$ cat src/rtl/altera_tse_gxb_aligned_txsync_pkg.sv
// Shared definitions for the GXB TX sync alignment stage: code-group
// constants, state encoding, the symbol bundle and the family latency groups.
package altera_tse_gxb_aligned_txsync_pkg;

  localparam logic [7:0] K28_5 = 8'hBC;
  localparam logic [7:0] D16_2 = 8'h50;

  typedef enum logic [1:0] {
    ST_INIT  = 2'd0,
    ST_ALIGN = 2'd1,
    ST_RUN   = 2'd2
  } txsync_state_e;

  // One transmit symbol as presented to the GXB transmitter.
  typedef struct packed {
    logic [7:0] data;
    logic       ctrl;
    logic       forcedisp;
    logic       dispval;
  } gxb_sym_t;

  // Value of the output stage while in reset: K28.5, neutral disparity.
  localparam gxb_sym_t RESET_SYM = '{data: K28_5, ctrl: 1'b1, forcedisp: 1'b0, dispval: 1'b0};

  // Families whose transceiver interface needs one extra output register.
  function automatic bit family_has_extra_stage(input string family);
    return (family == "STRATIXIV")   ||
           (family == "ARRIAIIGX")   ||
           (family == "CYCLONEIVGX") ||
           (family == "HARDCOPYIV")  ||
           (family == "ARRIAIIGZ");
  endfunction

endpackage

$ cat src/rtl/altera_tse_gxb_aligned_txsync_idle_gen.sv
// Local /I2/ ordered-set generator: a free-running phase bit selecting
// K28.5 (phase 0) or D16.2 (phase 1). The phase is exported so the parent
// can judge ordered-set alignment of the PCS stream.
module altera_tse_txsync_idle_gen
  import altera_tse_gxb_aligned_txsync_pkg::*;
(
  input  logic     clk,
  input  logic     reset_n,
  output logic     phase,
  output gxb_sym_t idle_sym
);

  logic phase_q;
  logic phase_d;

  // Phase advances every clock, independent of the parent state.
  always_comb begin
    phase_d = ~phase_q;
  end

  // Phase register.
  always_ff @(posedge clk or negedge reset_n) begin
    if (!reset_n) begin
      phase_q <= 1'b0;
    end else begin
      phase_q <= phase_d;
    end
  end

  // Idle symbol for the current phase; generated idles never force disparity.
  always_comb begin
    idle_sym.data      = phase_q ? D16_2 : K28_5;
    idle_sym.ctrl      = ~phase_q;
    idle_sym.forcedisp = 1'b0;
    idle_sym.dispval   = 1'b0;
  end

  assign phase = phase_q;

endmodule

$ cat src/rtl/altera_tse_gxb_aligned_txsync.sv
// TX sync alignment stage between the 1000BASE-X PCS encoder and the GXB
// transmitter. Sources /I2/ idles until the transceiver is ready and the
// PCS stream presents K28.5 on an even ordered-set boundary, then passes
// PCS symbols through. Odd-position K28.5 in RUN is counted, not resynced.
module altera_tse_gxb_aligned_txsync
  import altera_tse_gxb_aligned_txsync_pkg::*;
#(
  parameter string       DEVICE_FAMILY = "ARRIAGX",
  parameter int unsigned SETTLE_CYCLES = 16,
  parameter int unsigned ALIGN_TIMEOUT = 255
) (
  input  logic       clk,
  input  logic       reset_n,
  input  logic [7:0] altpcs_datain,
  input  logic       altpcs_ctrlenable,
  input  logic       altpcs_forcedisp,
  input  logic       altpcs_dispval,
  input  logic       tx_ready,
  output logic [7:0] alt_datain,
  output logic       alt_ctrlenable,
  output logic       alt_forcedisp,
  output logic       alt_dispval,
  output logic       tx_sync,
  output logic       tx_align_err,
  output logic [7:0] tx_misalign_cnt
);

  localparam bit         EXTRA_STAGE  = family_has_extra_stage(DEVICE_FAMILY);
  localparam logic [7:0] SETTLE_LAST  = 8'(SETTLE_CYCLES - 1);
  localparam logic [7:0] TIMEOUT_LAST = 8'(ALIGN_TIMEOUT - 1);

  logic          rdy_meta_q;
  logic          rdy_s_q;
  gxb_sym_t      reg1_q;
  gxb_sym_t      pcs_sym;
  txsync_state_e state_q,        state_d;
  logic [7:0]    settle_cnt_q,   settle_cnt_d;
  logic [7:0]    timeout_cnt_q,  timeout_cnt_d;
  logic          align_err_q,    align_err_d;
  logic [7:0]    misalign_cnt_q, misalign_cnt_d;
  gxb_sym_t      out_q,          out_d;
  logic          sync_q,         sync_d;
  logic          pcs_is_k285;
  logic          phase;
  gxb_sym_t      idle_sym;
  gxb_sym_t      final_sym;
  logic          final_sync;

  altera_tse_txsync_idle_gen u_idle_gen (
    .clk      (clk),
    .reset_n  (reset_n),
    .phase    (phase),
    .idle_sym (idle_sym)
  );

  assign pcs_sym = '{data: altpcs_datain, ctrl: altpcs_ctrlenable,
                     forcedisp: altpcs_forcedisp, dispval: altpcs_dispval};

  assign pcs_is_k285 = reg1_q.ctrl && (reg1_q.data == K28_5);

  // Two-flop synchroniser for tx_ready and the single PCS input register.
  always_ff @(posedge clk or negedge reset_n) begin
    if (!reset_n) begin
      rdy_meta_q <= 1'b0;
      rdy_s_q    <= 1'b0;
      reg1_q     <= '0;
    end else begin
      rdy_meta_q <= tx_ready;
      rdy_s_q    <= rdy_meta_q;
      reg1_q     <= pcs_sym;
    end
  end

  // Next-state, counters and output selection. The output register follows
  // the next state so the first PCS symbol leaves on the handover cycle and
  // idles resume on the cycle INIT is entered.
  always_comb begin
    state_d        = state_q;
    settle_cnt_d   = settle_cnt_q;
    timeout_cnt_d  = timeout_cnt_q;
    align_err_d    = align_err_q;
    misalign_cnt_d = misalign_cnt_q;

    if ((state_q == ST_RUN) && pcs_is_k285 && phase && (misalign_cnt_q != 8'hFF)) begin
      misalign_cnt_d = misalign_cnt_q + 8'd1;
    end

    if (!rdy_s_q) begin
      state_d       = ST_INIT;
      settle_cnt_d  = '0;
      timeout_cnt_d = '0;
    end else begin
      case (state_q)
        ST_INIT: begin
          if (settle_cnt_q == SETTLE_LAST) begin
            state_d       = ST_ALIGN;
            settle_cnt_d  = '0;
            timeout_cnt_d = '0;
          end else begin
            settle_cnt_d = settle_cnt_q + 8'd1;
          end
        end
        ST_ALIGN: begin
          if (pcs_is_k285 && !phase) begin
            state_d       = ST_RUN;
            timeout_cnt_d = '0;
          end else if (timeout_cnt_q == TIMEOUT_LAST) begin
            align_err_d   = 1'b1;
            timeout_cnt_d = '0;
          end else begin
            timeout_cnt_d = timeout_cnt_q + 8'd1;
          end
        end
        ST_RUN: begin
        end
        default: begin
          state_d = ST_INIT;
        end
      endcase
    end

    sync_d = (state_d == ST_RUN);
    out_d  = sync_d ? reg1_q : idle_sym;
  end

  // FSM, counters and registered outputs.
  always_ff @(posedge clk or negedge reset_n) begin
    if (!reset_n) begin
      state_q        <= ST_INIT;
      settle_cnt_q   <= '0;
      timeout_cnt_q  <= '0;
      align_err_q    <= 1'b0;
      misalign_cnt_q <= '0;
      out_q          <= RESET_SYM;
      sync_q         <= 1'b0;
    end else begin
      state_q        <= state_d;
      settle_cnt_q   <= settle_cnt_d;
      timeout_cnt_q  <= timeout_cnt_d;
      align_err_q    <= align_err_d;
      misalign_cnt_q <= misalign_cnt_d;
      out_q          <= out_d;
      sync_q         <= sync_d;
    end
  end

  generate
    if (EXTRA_STAGE) begin : g_extra_stage
      gxb_sym_t out_dly_q,  out_dly_d;
      logic     sync_dly_q, sync_dly_d;

      // Extra retiming stage; tx_sync is delayed with the data.
      always_comb begin
        out_dly_d  = out_q;
        sync_dly_d = sync_q;
      end

      // Extra output register.
      always_ff @(posedge clk or negedge reset_n) begin
        if (!reset_n) begin
          out_dly_q  <= RESET_SYM;
          sync_dly_q <= 1'b0;
        end else begin
          out_dly_q  <= out_dly_d;
          sync_dly_q <= sync_dly_d;
        end
      end

      assign final_sym  = out_dly_q;
      assign final_sync = sync_dly_q;
    end else begin : g_direct
      assign final_sym  = out_q;
      assign final_sync = sync_q;
    end
  endgenerate

  assign alt_datain      = final_sym.data;
  assign alt_ctrlenable  = final_sym.ctrl;
  assign alt_forcedisp   = final_sym.forcedisp;
  assign alt_dispval     = final_sym.dispval;
  assign tx_sync         = final_sync;
  assign tx_align_err    = align_err_q;
  assign tx_misalign_cnt = misalign_cnt_q;

endmodule

$ cat config.mk
export PLATFORM = sky130hd
export DESIGN_NAME = altera_tse_gxb_aligned_txsync
export DESIGN_NICKNAME = d
export VERILOG_FILES = /design/src/rtl/altera_tse_gxb_aligned_txsync_pkg.sv /design/src/rtl/altera_tse_gxb_aligned_txsync_idle_gen.sv /design/src/rtl/altera_tse_gxb_aligned_txsync.sv
export SDC_FILE = /design/constraint.sdc
export NUM_CORES = 1
export LEC_CHECK = 0
export ABC_AREA = 1
export BUFFER_PORTS_ARGS = -buffer_cell sky130_fd_sc_hd__buf_4
export CORE_MARGIN = 2
export CORE_UTILIZATION = 48
export DETAILED_ROUTE_END_ITERATION = 8
export HOLD_SLACK_MARGIN = 0.15
export PLACE_DENSITY = 0.69
export SLEW_MARGIN = 5
export SYNTH_ARGS = -nofsm -noshare
export SYNTH_HDL_FRONTEND = slang
export SYNTH_SLANG_ARGS = --single-unit
$ cat constraint.sdc
create_clock -name clk -period 2.7 [get_ports clk]
set_input_delay 0.54 -clock clk [delete_from_list [all_inputs] [get_ports clk]]
set_output_delay 0.54 -clock clk [all_outputs]
set_load 0.01 [all_outputs]
### Word-level counts from Yosys, hierarchy flattened

Cells that the tools add are included.

* register bits: 53
* input bits: 14
* output and inout port bits: 21
* word-level logic and storage cells: 55

* add/sub/neg operators: 3
* eq/ne operators: 10
* mux-type cells: 14
* bitwise logic cells: 2
* reductions and logical operators: 9

Operators with widths (number)
* $mux W8: 8
* $add A8 B1 Y8 const B: 3
* $eq A8 B8 Y1 const B: 2
* $pmux W8 S2: 1
* $mux W11: 1
* $eq A8 B4 Y1 const B: 1
* $ne A8 B8 Y1 const B: 1
* $mux W2: 3
* $pmux W2 S3: 1
* $logic_and A1 B1 Y1: 5
* $eq A2 B2 Y1 const B: 2
* $reduce_and A4 Y1: 1
* $ne A3 B1 Y1 const B: 1
* $ne A3 B3 Y1 const B: 1
* $eq A2 B1 Y1 const B: 1
* $logic_not A2 Y1: 1
* $ne A2 B1 Y1 const B: 1
* $not A1 Y1: 2
* $reduce_and A2 Y1: 1
* $logic_not A1 Y1: 1

### Longest topological paths before layout

Gate-level depths: netlist (run 1).

* depth after elaboration: 8
* depth in mapped cells: 10
* mapped depth without buffers: 10

### Modules after synthesis

A second synthesis (run 1) with hierarchy kept.

* cell total of the unflattened synthesis: 317
* area total of the unflattened synthesis: 2618.8 um^2

Modules (own cells, without submodules)
* altera_tse_gxb_aligned_txsync: times used 1, cells each 302, area an instance 2499.9 um^2
* altera_tse_txsync_idle_gen: times used 1, cells each 15, area an instance 118.9 um^2

### Least setup slack after synthesis (run 1)

No wires, ideal clock.

* kind: register to register
* start: register timeout_cnt_q[0]
* end: register timeout_cnt_q[3]
* library setup time: 0.083 ns
* data arrival time: 1.226 ns
* required time: 2.617 ns
* path slack: 1.391 ns
* cell stages (with the launch flop): 10
* period minus slack after synthesis: 1.309 ns
* path through: dfrtp_1 > inv_1 > ha_1 > nand2_1 > nor2_1 > nand2_1 > inv_1 > nor2_1 > nand3_1 > o21ai_0

* longest elaborated chain between the ends: 5

RTL lines
* from (decl): line altera_tse_gxb_aligned_txsync.sv:38 `logic [7:0] timeout_cnt_q, timeout_cnt_d;`
* from (signal assigned): line altera_tse_gxb_aligned_txsync.sv:139 `timeout_cnt_q <= timeout_cnt_d;`
* $add A8 B1 Y8 / $eq A8 B8 Y1 (equally long branches): line altera_tse_gxb_aligned_txsync.sv:111, altera_tse_gxb_aligned_txsync.sv:107
* $mux W8 (*): line altera_tse_gxb_aligned_txsync.sv:107 `end else if (timeout_cnt_q == TIMEOUT_LAST) begin`
* $mux W8 (*): line altera_tse_gxb_aligned_txsync.sv:104 `if (pcs_is_k285 && !phase) begin`
* $pmux W8 S2 (*): line altera_tse_gxb_aligned_txsync.sv:93 `case (state_q)`
* $mux W8 (*): line altera_tse_gxb_aligned_txsync.sv:88 `if (!rdy_s_q) begin`

Every way passes the cells marked *; elsewhere a longest branch is shown, timed or not.
A chain may end at the register's enable or synchronous reset.

### Final worst setup path (run 1)

* start: register timeout_cnt_q[0]
* end: register timeout_cnt_q[2]

Same word-level chain as after synthesis.

==> results_dict.tcl, run 1 <==
set metrics [dict create \
    reg2reg_slack_ns 1.11 \
    portBuffers 34 \
    crit_required_ns 2.92 \
    fin_util_pct 58.82 \
    path_max_fanout 7 \
    num_io_pins 35 \
    max-vdd-ir-drop_mv 0.4196 \
    fin_crit_sh_pct 58.74 \
    initial_core_util_pct 50.03 \
    fp.coreArea_sq_um 4755 \
    avgRoutedWirePerCell_um 11.41 \
    fin_cells 381 \
    drt_iter0_markers 90 \
    status "finished, final reports clean" \
    antenna_found_initial 0 \
    final_max_slew_viol_count 0 \
    worst_pin_slew_ns 0.6518 \
    clock.fmax_ghz 0.6306 \
    area_growth_pct 17.57 \
    synth_nets 292 \
    min_path_type "input pin to asynchronous set/reset pin" \
    vias 1842 \
    synthCells 274 \
    viasPerCell 4.835 \
    cp.buffers_inverters 2 \
    ys_seq_area_share_pct 56.08 \
    synth_area_sq_um 2379 \
    power-per-cell-area_nw_per_um2 465.0 \
    cts_buffers 5 \
    drc 0 \
    cts_setup_buffers 0 \
    ys_top_cells_by_area "dfrtp_1 (49%), nand2_1 (9.5%), nand3_1 (9.0%), dfstp_2 (6.6%), inv_1 (5.5%)" \
    die-area_sq_um 5535 \
    gp_congestion 0.8982 \
    r2r-start "timeout_cnt_q[0]" \
    drive_above_1_share_pct 18.15 \
    grt_max_degree 54 \
    cp_data_arrival_time_ns 1.80 \
    whs_ns 0.2644 \
    fill_cells 443 \
    cts_buffer_depth 2 \
    relSlewSlack_pct 56.54 \
    clk_latency_ns 0.30 \
    syn-mean-instance-area_sq_um 8.681 \
    grt_pass1_wl_um 7238 \
    cts_sinks 53 \
    cts_resized 0 \
    finalHoldViolations 0 \
    grt_pass1_vias 1639 \
    ctsHoldBuffers 0 \
    grt_util_all_layers_pct 17.04 \
    ant_nets 0 \
    r2r_cells 9 \
    cp_slowest_cell "dfrtp_1" \
    synth_seq_cells 53 \
    fin_nets 331 \
    root_buffer "clkbuf_8" \
    cap_violations 0 \
    place.detailed.instances 373 \
    crit_type "register to register" \
    power.leakage_nw 1.428 \
    path_delay_family "simple AND/OR/NAND/NOR gates" \
    cp_cell_sequence "inv_1, ha_1, nand2_1, nor2_1, nand2_1, inv_1, nor2_1, nand3_1, o21ai_0" \
    grt_overflow 0 \
    clock_skew_ns 0.005469 \
    timing.setup.tns_ns 0 \
    setup_ws_ns 1.114 \
    routed_wl_um 4349 \
    yosys.area.top_type "dfrtp_1" \
    setup_viol_count_final 0 \
    clk_pin_slew_worst_paths_ns 0.09 \
    cts_tree "yes" \
    yosysUniqueCellTypes 25 \
    die_y_um 74.40 \
    cpPeakStageDelay_ns 0.45 \
    r2r-end "timeout_cnt_q[2]" \
    die_w_um 74.40 \
    rsz0062_at_grt "false" \
    end_kind "register" \
    yosysWarnings 0 \
    post-place-ws_ns 1.114 \
    dp_hpwl_um 3215 \
    yosys.area.top_type_share_pct 49.45 \
    insertedDiodeCount 0 \
    htreeDepth 2 \
    rows 25 \
    fin_crit_ns 1.586 \
    worst_setup_path_start_kind "register" \
    first_pass_iters 4 \
]
worst max-delay path by stage:
stage                      from               end  slack, ns  cells after the start
2_1_floorplan  timeout_cnt_q[0]  timeout_cnt_q[3]       1.39                      9
3_3_place_gp   timeout_cnt_q[0]  timeout_cnt_q[3]       1.16                      9
3_5_place_dp            rdy_s_q  timeout_cnt_q[2]       1.11                      4
4_1_cts                 rdy_s_q  timeout_cnt_q[2]       1.09                      4
5_1_grt                 rdy_s_q  timeout_cnt_q[2]       0.92                      4
6_report       timeout_cnt_q[0]  timeout_cnt_q[2]       1.11                      9
final cells by class:
class | instances | area (sq um) | area share [%]
multi-input combinational | 180 | 889.6 | 31.81
inverter | 39 | 146.4 | 5.235
timing repair buffer | 34 | 255.2 | 9.128
clock inverter | 2 | 15.01 | 0.5369
tap | 67 | 83.83 | 2.998
sequential | 53 | 1334 | 47.70
clock buffer | 6 | 72.57 | 2.595
logic make-up (layout without fill, tap and decap cells):
kind of cell / count (synthesis) / count (layout) / synth area share [%]
adder cells (fa/ha/maj): 4 / 4 / 2.104
AO/OA/AOI/OAI: 20 / 20 / 4.682
flip-flops: 53 / 53 / 56.08
buffers and inverters: 41 / 81 / 6.523
AND/OR/NAND/NOR: 146 / 146 / 26.93
XOR/XNOR: 10 / 10 / 3.682
where the power goes:
part / leakage, nW / total (mW) / switching (mW) / internal (mW)
Combinational: 0.710 / 0.0472 / 0.0289 / 0.0183
Sequential: 0.681 / 0.819 / 0.0117 / 0.807
Clock: 0.0374 / 0.435 / 0.251 / 0.183
Total: 1.43 / 1.30 / 0.292 / 1.01
stage by stage:
| step | area (sq um) | total power [mW] |
|---|---|---|
| floorplan | 2379 | 0.8474 |
| finish | 2796 | 1.300 |
| CTS | 2796 | 1.318 |
| global placement | 2709 | 0.8821 |
| detailed placement | 2709 | 0.8833 |
| global route | 2796 | 1.358 |
synthesized netlist by cell type, drive strengths merged:
library cell / instances
a211oi: 1
a21oi: 6
a22oi: 1
a31oi: 1
buf: 1
clkbuf: 1
dfrtp: 47
dfstp: 6
ha: 4
inv: 39
nand2: 63
nand3: 43
nand3b: 1
nand4: 5
nor2: 32
nor3: 2
o211ai: 1
o21ai: 9
o31ai: 1
xnor2: 4
xor2: 6
state kept, by name, indices dropped and copies added (netlist names), 2 cells and up:
signal / count
alt_datain: 8
reg1_q: 11
settle_cnt_q: 8
state_q: 2
timeout_cnt_q: 8
tx_misalign_cnt: 8
placed cells by master (no fill, tap or decap), types with 4 or more instances in the layout:
cell type  synthesis  final
xor2_1             6      6
buf_4              0     34
o21ai_0            9      9
inv_1             35     35
nand4_1            5      5
dfstp_2            6      6
clkbuf_8           0      5
dfrtp_1           47     47
nand3_1           43     43
nand2_1           60     60
ha_1               4      4
a21oi_1            6      6
nor2_1            29     29
inv_2              4      4
xnor2_1            4      4
per-layer routing:
layer / GRT usage [%] / share of wire (%) / vias to the layer above
met5: 0 / 0 / -
li1: - / - / 951
met1: 24.03 / 50 / 855
met4: 4.762 / 0.67 / 0
met2: 26.06 / 46 / 32
met3: 4.743 / 3.4 / 4
Power figures use the tool's default switching activity.
==> inputs of run 2 (changes only) <==
--- a/config.mk
+++ b/config.mk
@@ -11,7 +11,7 @@
 export CORE_UTILIZATION = 48
 export DETAILED_ROUTE_END_ITERATION = 8
 export HOLD_SLACK_MARGIN = 0.15
-export PLACE_DENSITY = 0.69
+export PLACE_DENSITY = 0.72
 export SLEW_MARGIN = 5
 export SYNTH_ARGS = -nofsm -noshare
 export SYNTH_HDL_FRONTEND = slang
==> constraint.sdc (replaced) <==
create_clock -name clk -period 1.31 [get_ports clk]
set_input_delay 0.262 -clock clk [delete_from_list [all_inputs] [get_ports clk]]
set_output_delay 0.262 -clock clk [all_outputs]
set_load 0.01 [all_outputs]
==> results_dict.tcl, run 2 (synthesis gave the netlist of run 1 again) <==
set metrics [dict create \
    grt_pass1_wl_um 8935 \
    clock.fmax_ghz 0.7449 \
    clock_skew_ns 0.005838 \
    grt_max_degree 54 \
    rsz0062_at_grt "true" \
    regMostFlops "reg1_q" \
    htreeDepth 2 \
    final_cell_mix "buf_4 (74), nand2_1 (51), dfrtp_1 (45)" \
    max-vdd-ir-drop_mv 0.6425 \
    viasPerCell 4.937 \
    drive_above_1_share_pct 39.57 \
    internal_power_mw 2.134 \
    worst_pin_slew_ns 0.5315 \
    die_w_um 74.40 \
    area_growth_pct 48.40 \
    insertedDiodeCount 0 \
    cts_buffer_depth 2 \
    fin_cells 441 \
    ant_nets 0 \
    fin_nets 391 \
    place.detailed.instances 413 \
    cts_sinks 53 \
    clockPowerShare_pct 33.5 \
    layout_commonest_cell "buf_4" \
    drc 0 \
    num_io_pins 35 \
    path_max_fanout 8 \
    crit_type "register to register" \
    power.switching_mw 0.6684 \
    crit_required_ns 1.56 \
    gp_congestion 0.8763 \
    relSlewSlack_pct 64.43 \
    placed_area_sq_um 3022 \
    status "finished with violations" \
    finalHoldViolations 0 \
    cp_slowest_cell "dfrtp_1" \
    vias 2177 \
    power.leakage_nw 1.792 \
    p_seq_share_pct 60.1 \
    cpPeakStageDelay_ns 0.44 \
    fill_cells 355 \
    seqCellArea_sq_um 1336 \
    grt_overflow 0 \
    fp.coreArea_sq_um 4755 \
    portBuffers 34 \
    setup_viol_count_final 10 \
    fin_crit_sh_pct 102.5 \
    fin_area_sq_um 3530 \
    final_max_slew_viol_count 0 \
    combPwrFrac_pct 6.5 \
    netSwitchingFraction_pct 23.85 \
    cap_violations 0 \
    dp_hpwl_um 3560 \
    multi_input_area_sq_um 1097 \
    min_path_type "register to register" \
    avgRoutedWirePerCell_um 12.85 \
    clk_pin_slew_worst_paths_ns 0.10 \
    violations "setup timing" \
    die_y_um 74.40 \
    worst_setup_path_start_kind "register" \
    clk_latency_ns 0.31 \
    grt_pass1_vias 2112 \
    cp_data_arrival_time_ns 1.60 \
    cts_buffers 5 \
    timing.setup.tns_ns -0.1137 \
    root_buffer "clkbuf_8" \
    end_kind "register" \
    cts_tree "yes" \
    routed_wl_um 5667 \
    rows 25 \
    first_pass_iters 4 \
    power-per-cell-area_nw_per_um2 794.1 \
    antenna_found_initial 0 \
    fin_crit_ns 1.342 \
    fin_util_pct 74.24 \
    largest_reg_flops 11 \
    grt_util_all_layers_pct 21.09 \
    initial_core_util_pct 50.03 \
    setup_ws_ns -0.03243 \
    drt_iter0_markers 100 \
    cp_cell_sequence "buf_4, nor2_4, nor2_1, nand3_1, nand2_1" \
    die-area_sq_um 5535 \
]
## run 2: path summary, 6_finish.rpt
kind | start | endpoint | slack (ns) | cells past startpoint
max in group asynchronous | reset_n | alt_datain[2] | 0.56 | 3
hold reg to reg | rdy_meta_q | rdy_s_q | 0.36 | 0
min in group asynchronous | reset_n | settle_cnt_q[7] | 0.45 | 3
setup reg to reg | state_q[1] | timeout_cnt_q[6] | -0.03 | 5
setup / recovery | state_q[1] | timeout_cnt_q[6] | -0.03 | 5
hold / removal | rdy_meta_q | rdy_s_q | 0.36 | 0
## run 2: routing by layer
metal | routed length (um) | vias up | global-route usage, %
met5 | 0 | - | 0
met4 | 85 | 0 | 7.341
met3 | 226 | 11 | 4.607
met2 | 3024 | 57 | 37.66
met1 | 2330 | 1037 | 25.07
li1 | - | 1072 | -
## run 2: final cells by class
| type | count | share of cell area (%) |
|---|---|---|
| Clock inverter | 3 | 0.6026 |
| Sequential cell | 53 | 37.86 |
| Clock buffer | 5 | 1.950 |
| Multi-Input combinational cell | 180 | 31.09 |
| Inverter | 39 | 4.218 |
| Tap cell | 67 | 2.375 |
| Timing Repair Buffer | 94 | 21.91 |
## run 2: timing repair
action                     in CTS  in global routing
setup endpoints to repair      27                 38
hold endpoints to repair       59                  0
setup buffers                   2                  6
pin swaps                       4                 16
gates cloned                    0                  0
gates resized for setup        26                 45
hold buffers                   13                  0
## run 2: critical path, delay by kind of cell (launching register included)
family | cells | cell delay, ns
AND/OR/NAND/NOR | 4 | 0.71
buffers and inverters | 1 | 0.15
flip-flops | 1 | 0.44
## run 2: stage by stage
stage | total power [mW] | hold WS, ns | worst slack (ns)
finish | 2.803 | 0.3645 | -0.03243
global route | 2.905 | 0.3705 | -0.1200
CTS | 2.809 | 0.3702 | 0.0001134
detailed placement | 1.843 | 0.2596 | -0.08963
global placement | 1.840 | 0.2581 | -0.04284
floorplan | 1.746 | -0.03359 | 0.0009240
## run 2: power by group through the flow
stage	registers [mW]	logic, mW	clock network, mW
6_report	1.68	0.181	0.938
5_1_grt	1.69	0.201	1.02
4_1_cts	1.68	0.171	0.958
3_5_place_dp	1.71	0.132	0
3_3_place_gp	1.71	0.131	0
2_1_floorplan	1.71	0.0352	0
==> inputs of run 3 (changes only) <==
--- a/config.mk
+++ b/config.mk
@@ -11,8 +11,9 @@
 export CORE_UTILIZATION = 48
 export DETAILED_ROUTE_END_ITERATION = 8
 export HOLD_SLACK_MARGIN = 0.15
-export PLACE_DENSITY = 0.72
+export PLACE_DENSITY = 0.71
 export SLEW_MARGIN = 5
 export SYNTH_ARGS = -nofsm -noshare
 export SYNTH_HDL_FRONTEND = slang
+export SYNTH_HIERARCHICAL = 1
 export SYNTH_SLANG_ARGS = --single-unit
==> results_dict.tcl, run 3 <==
set metrics [dict create \
    violations "setup timing" \
    vias 2378 \
    yosysWarnings 6 \
    fin_crit_ns 1.434 \
    r2r-end "alt_datain[4]" \
    num_io_pins 35 \
    yosysUniqueCellTypes 30 \
    die-area_sq_um 6063 \
    grt_overflow 0 \
    fin_util_pct 72.28 \
    crit_type "register to register" \
    dp_hpwl_um 3974 \
    whs_ns 0.3645 \
    synth_area_sq_um 2619 \
    portBuffers 34 \
    ant_nets 0 \
    ys_top_cells_by_area "dfrtp_1 (45%), nand2_1 (12%), nand3_1 (7.6%), dfstp_2 (6.0%), inv_1 (4.9%)" \
    avgRoutedWirePerCell_um 13.34 \
    ys_seq_area_share_pct 50.93 \
    synth-edff-count 0 \
    final_max_slew_viol_count 0 \
    initial_core_util_pct 50.63 \
    synthCells 317 \
    area_growth_pct 42.76 \
    min_from "rdy_meta_q" \
    power.leakage_nw 1.790 \
    placed_area_sq_um 3147 \
    status "finished with violations" \
    clock.fmax_ghz 0.6975 \
    final_cell_mix "buf_4 (68), nand2_1 (66), dfrtp_1 (45)" \
    path_max_fanout 6 \
    first_pass_iters 4 \
    clk_pin_slew_worst_paths_ns 0.10 \
    htreeDepth 2 \
    cts_tree "yes" \
    drt_iter0_markers 115 \
    grt_pass1_wl_um 10490 \
    viasPerCell 5.017 \
    whs_path_depth 0 \
    fin_nets 421 \
    synthFlopType "dfrtp_1" \
    cap_violations 0 \
    power-per-cell-area_nw_per_um2 814.6 \
    r2r_cells 8 \
    min_path_type "register to register" \
    cp_data_arrival_time_ns 1.69 \
    worst_setup_path_start_kind "register" \
    startpoint "reg1_q[4]" \
    max-vdd-ir-drop_mv 0.7930 \
    r2r-start "reg1_q[4]" \
    drive_above_1_share_pct 40.59 \
    root_buffer "clkbuf_8" \
    cts_buffers 5 \
    synth_most_common_cell "nand2_1" \
    fin_crit_sh_pct 109.4 \
    clk_latency_ns 0.31 \
    syn-mean-instance-area_sq_um 8.261 \
    crit_required_ns 1.57 \
    reg2reg_slack_ns -0.12 \
    routed_wl_um 6321 \
    fill_cells 371 \
    drc 0 \
    yosys.area.top_type "dfrtp_1" \
    die_y_um 77.87 \
    cts_sinks 53 \
    synth_commonest_cells "nand2_1 (82), dfrtp_1 (47), nand3_1 (40)" \
    regMostFlops "reg1_q" \
    insertedDiodeCount 0 \
    yosys.area.top_type_share_pct 44.91 \
    seqCellArea_sq_um 1336 \
    grt_util_all_layers_pct 21.82 \
    layout_commonest_cell "buf_4" \
    post-place-ws_ns -0.07923 \
    synth_seq_cells 53 \
    finalHoldViolations 0 \
    end_kind "register" \
    cts_buffer_depth 2 \
    antenna_found_initial 0 \
    clock_skew_ns 0.009579 \
    fin_area_sq_um 3739 \
    synth-async-reset-ratio_pct 100.0 \
    rows 26 \
    grt_max_degree 25 \
    fp.coreArea_sq_um 5172 \
    grt_pass1_vias 2384 \
    die_w_um 77.87 \
    timing.setup.tns_ns -1.431 \
    largest_reg_flops 11 \
    hold_end "rdy_s_q" \
    multi_input_area_sq_um 1285 \
    setup_ws_ns -0.1238 \
    rsz0062_at_grt "true" \
    gp_congestion 0.8835 \
    setup_viol_count_final 26 \
]
run 3: critical path, cell delays in order (launching register included):
cell and delay (ns):
dfrtp_1 0.41, nor2_2 0.15, nand2_2 0.08, nor2_4 0.09, nand4_1 0.17, nand2_4 0.19, buf_6 0.14, nand3_1 0.07
nand2_1 0.08
run 3: layout make-up:
| cell class | instances | share of cell area, % |
|---|---|---|
| flip-flops and latches | 53 | 35.74 |
| clock buffers | 5 | 1.841 |
| well taps | 70 | 2.343 |
| inverters | 39 | 3.916 |
| multi-input cells | 213 | 34.37 |
| clock inverters | 3 | 1.171 |
| repair buffers | 91 | 20.62 |
run 3: how the worst max path moves through the flow:
stage | to | slack [ns] | cells after the start
floorplan | tx_misalign_cnt[3] | -0.02 | 9
global placement | timeout_cnt_q[2] | -0.06 | 9
detailed placement | timeout_cnt_q[3] | -0.08 | 9
CTS | alt_datain[0] | -0.07 | 8
global route | alt_datain[4] | -0.25 | 8
finish | alt_datain[4] | -0.12 | 8
run 3: metal layers:
metal / wire length (um) / track usage (%)
met3: 198 / 4.186
met1: 2603 / 25.86
met2: 3441 / 38.88
met5: 0 / 0
met4: 77 / 8.393
run 3: kinds of logic (layout without fill, tap and decap cells):
group | Yosys count | in the layout | synth area share, %
xor gates and xnor gates | 8 | 8 | 2.676
other | 2 | 5 | 0.2868
and+or+nand+nor | 172 | 173 | 29.24
DFF | 53 | 53 | 50.93
AOI/OAI and AO/OA | 23 | 23 | 4.826
adders and majority gates | 4 | 4 | 1.911
buffers and inverters | 55 | 138 | 10.13
run 3: timing repair:
action	CTS	global route
resized for setup	31	49
gates cloned	1	0
hold buffers	13	0
buffers inserted	9	4
endpoints found under the setup margin	31	39
pin swaps	14	33
endpoints found under the hold margin	34	0
run 3: report_power, final:
group	total, mW	internal [mW]	switching [mW]
clock	1.12	0.573	0.547
sequential	1.70	1.67	0.0262
combinational	0.227	0.110	0.117
total	3.05	2.36	0.690
run 3: stage by stage:
stage	total power, mW	cells
after floorplan	1.789	320
after global placement	1.893	441
after detailed placement	1.897	441
after CTS	3.050	471
after global routing	3.170	474
final	3.045	474
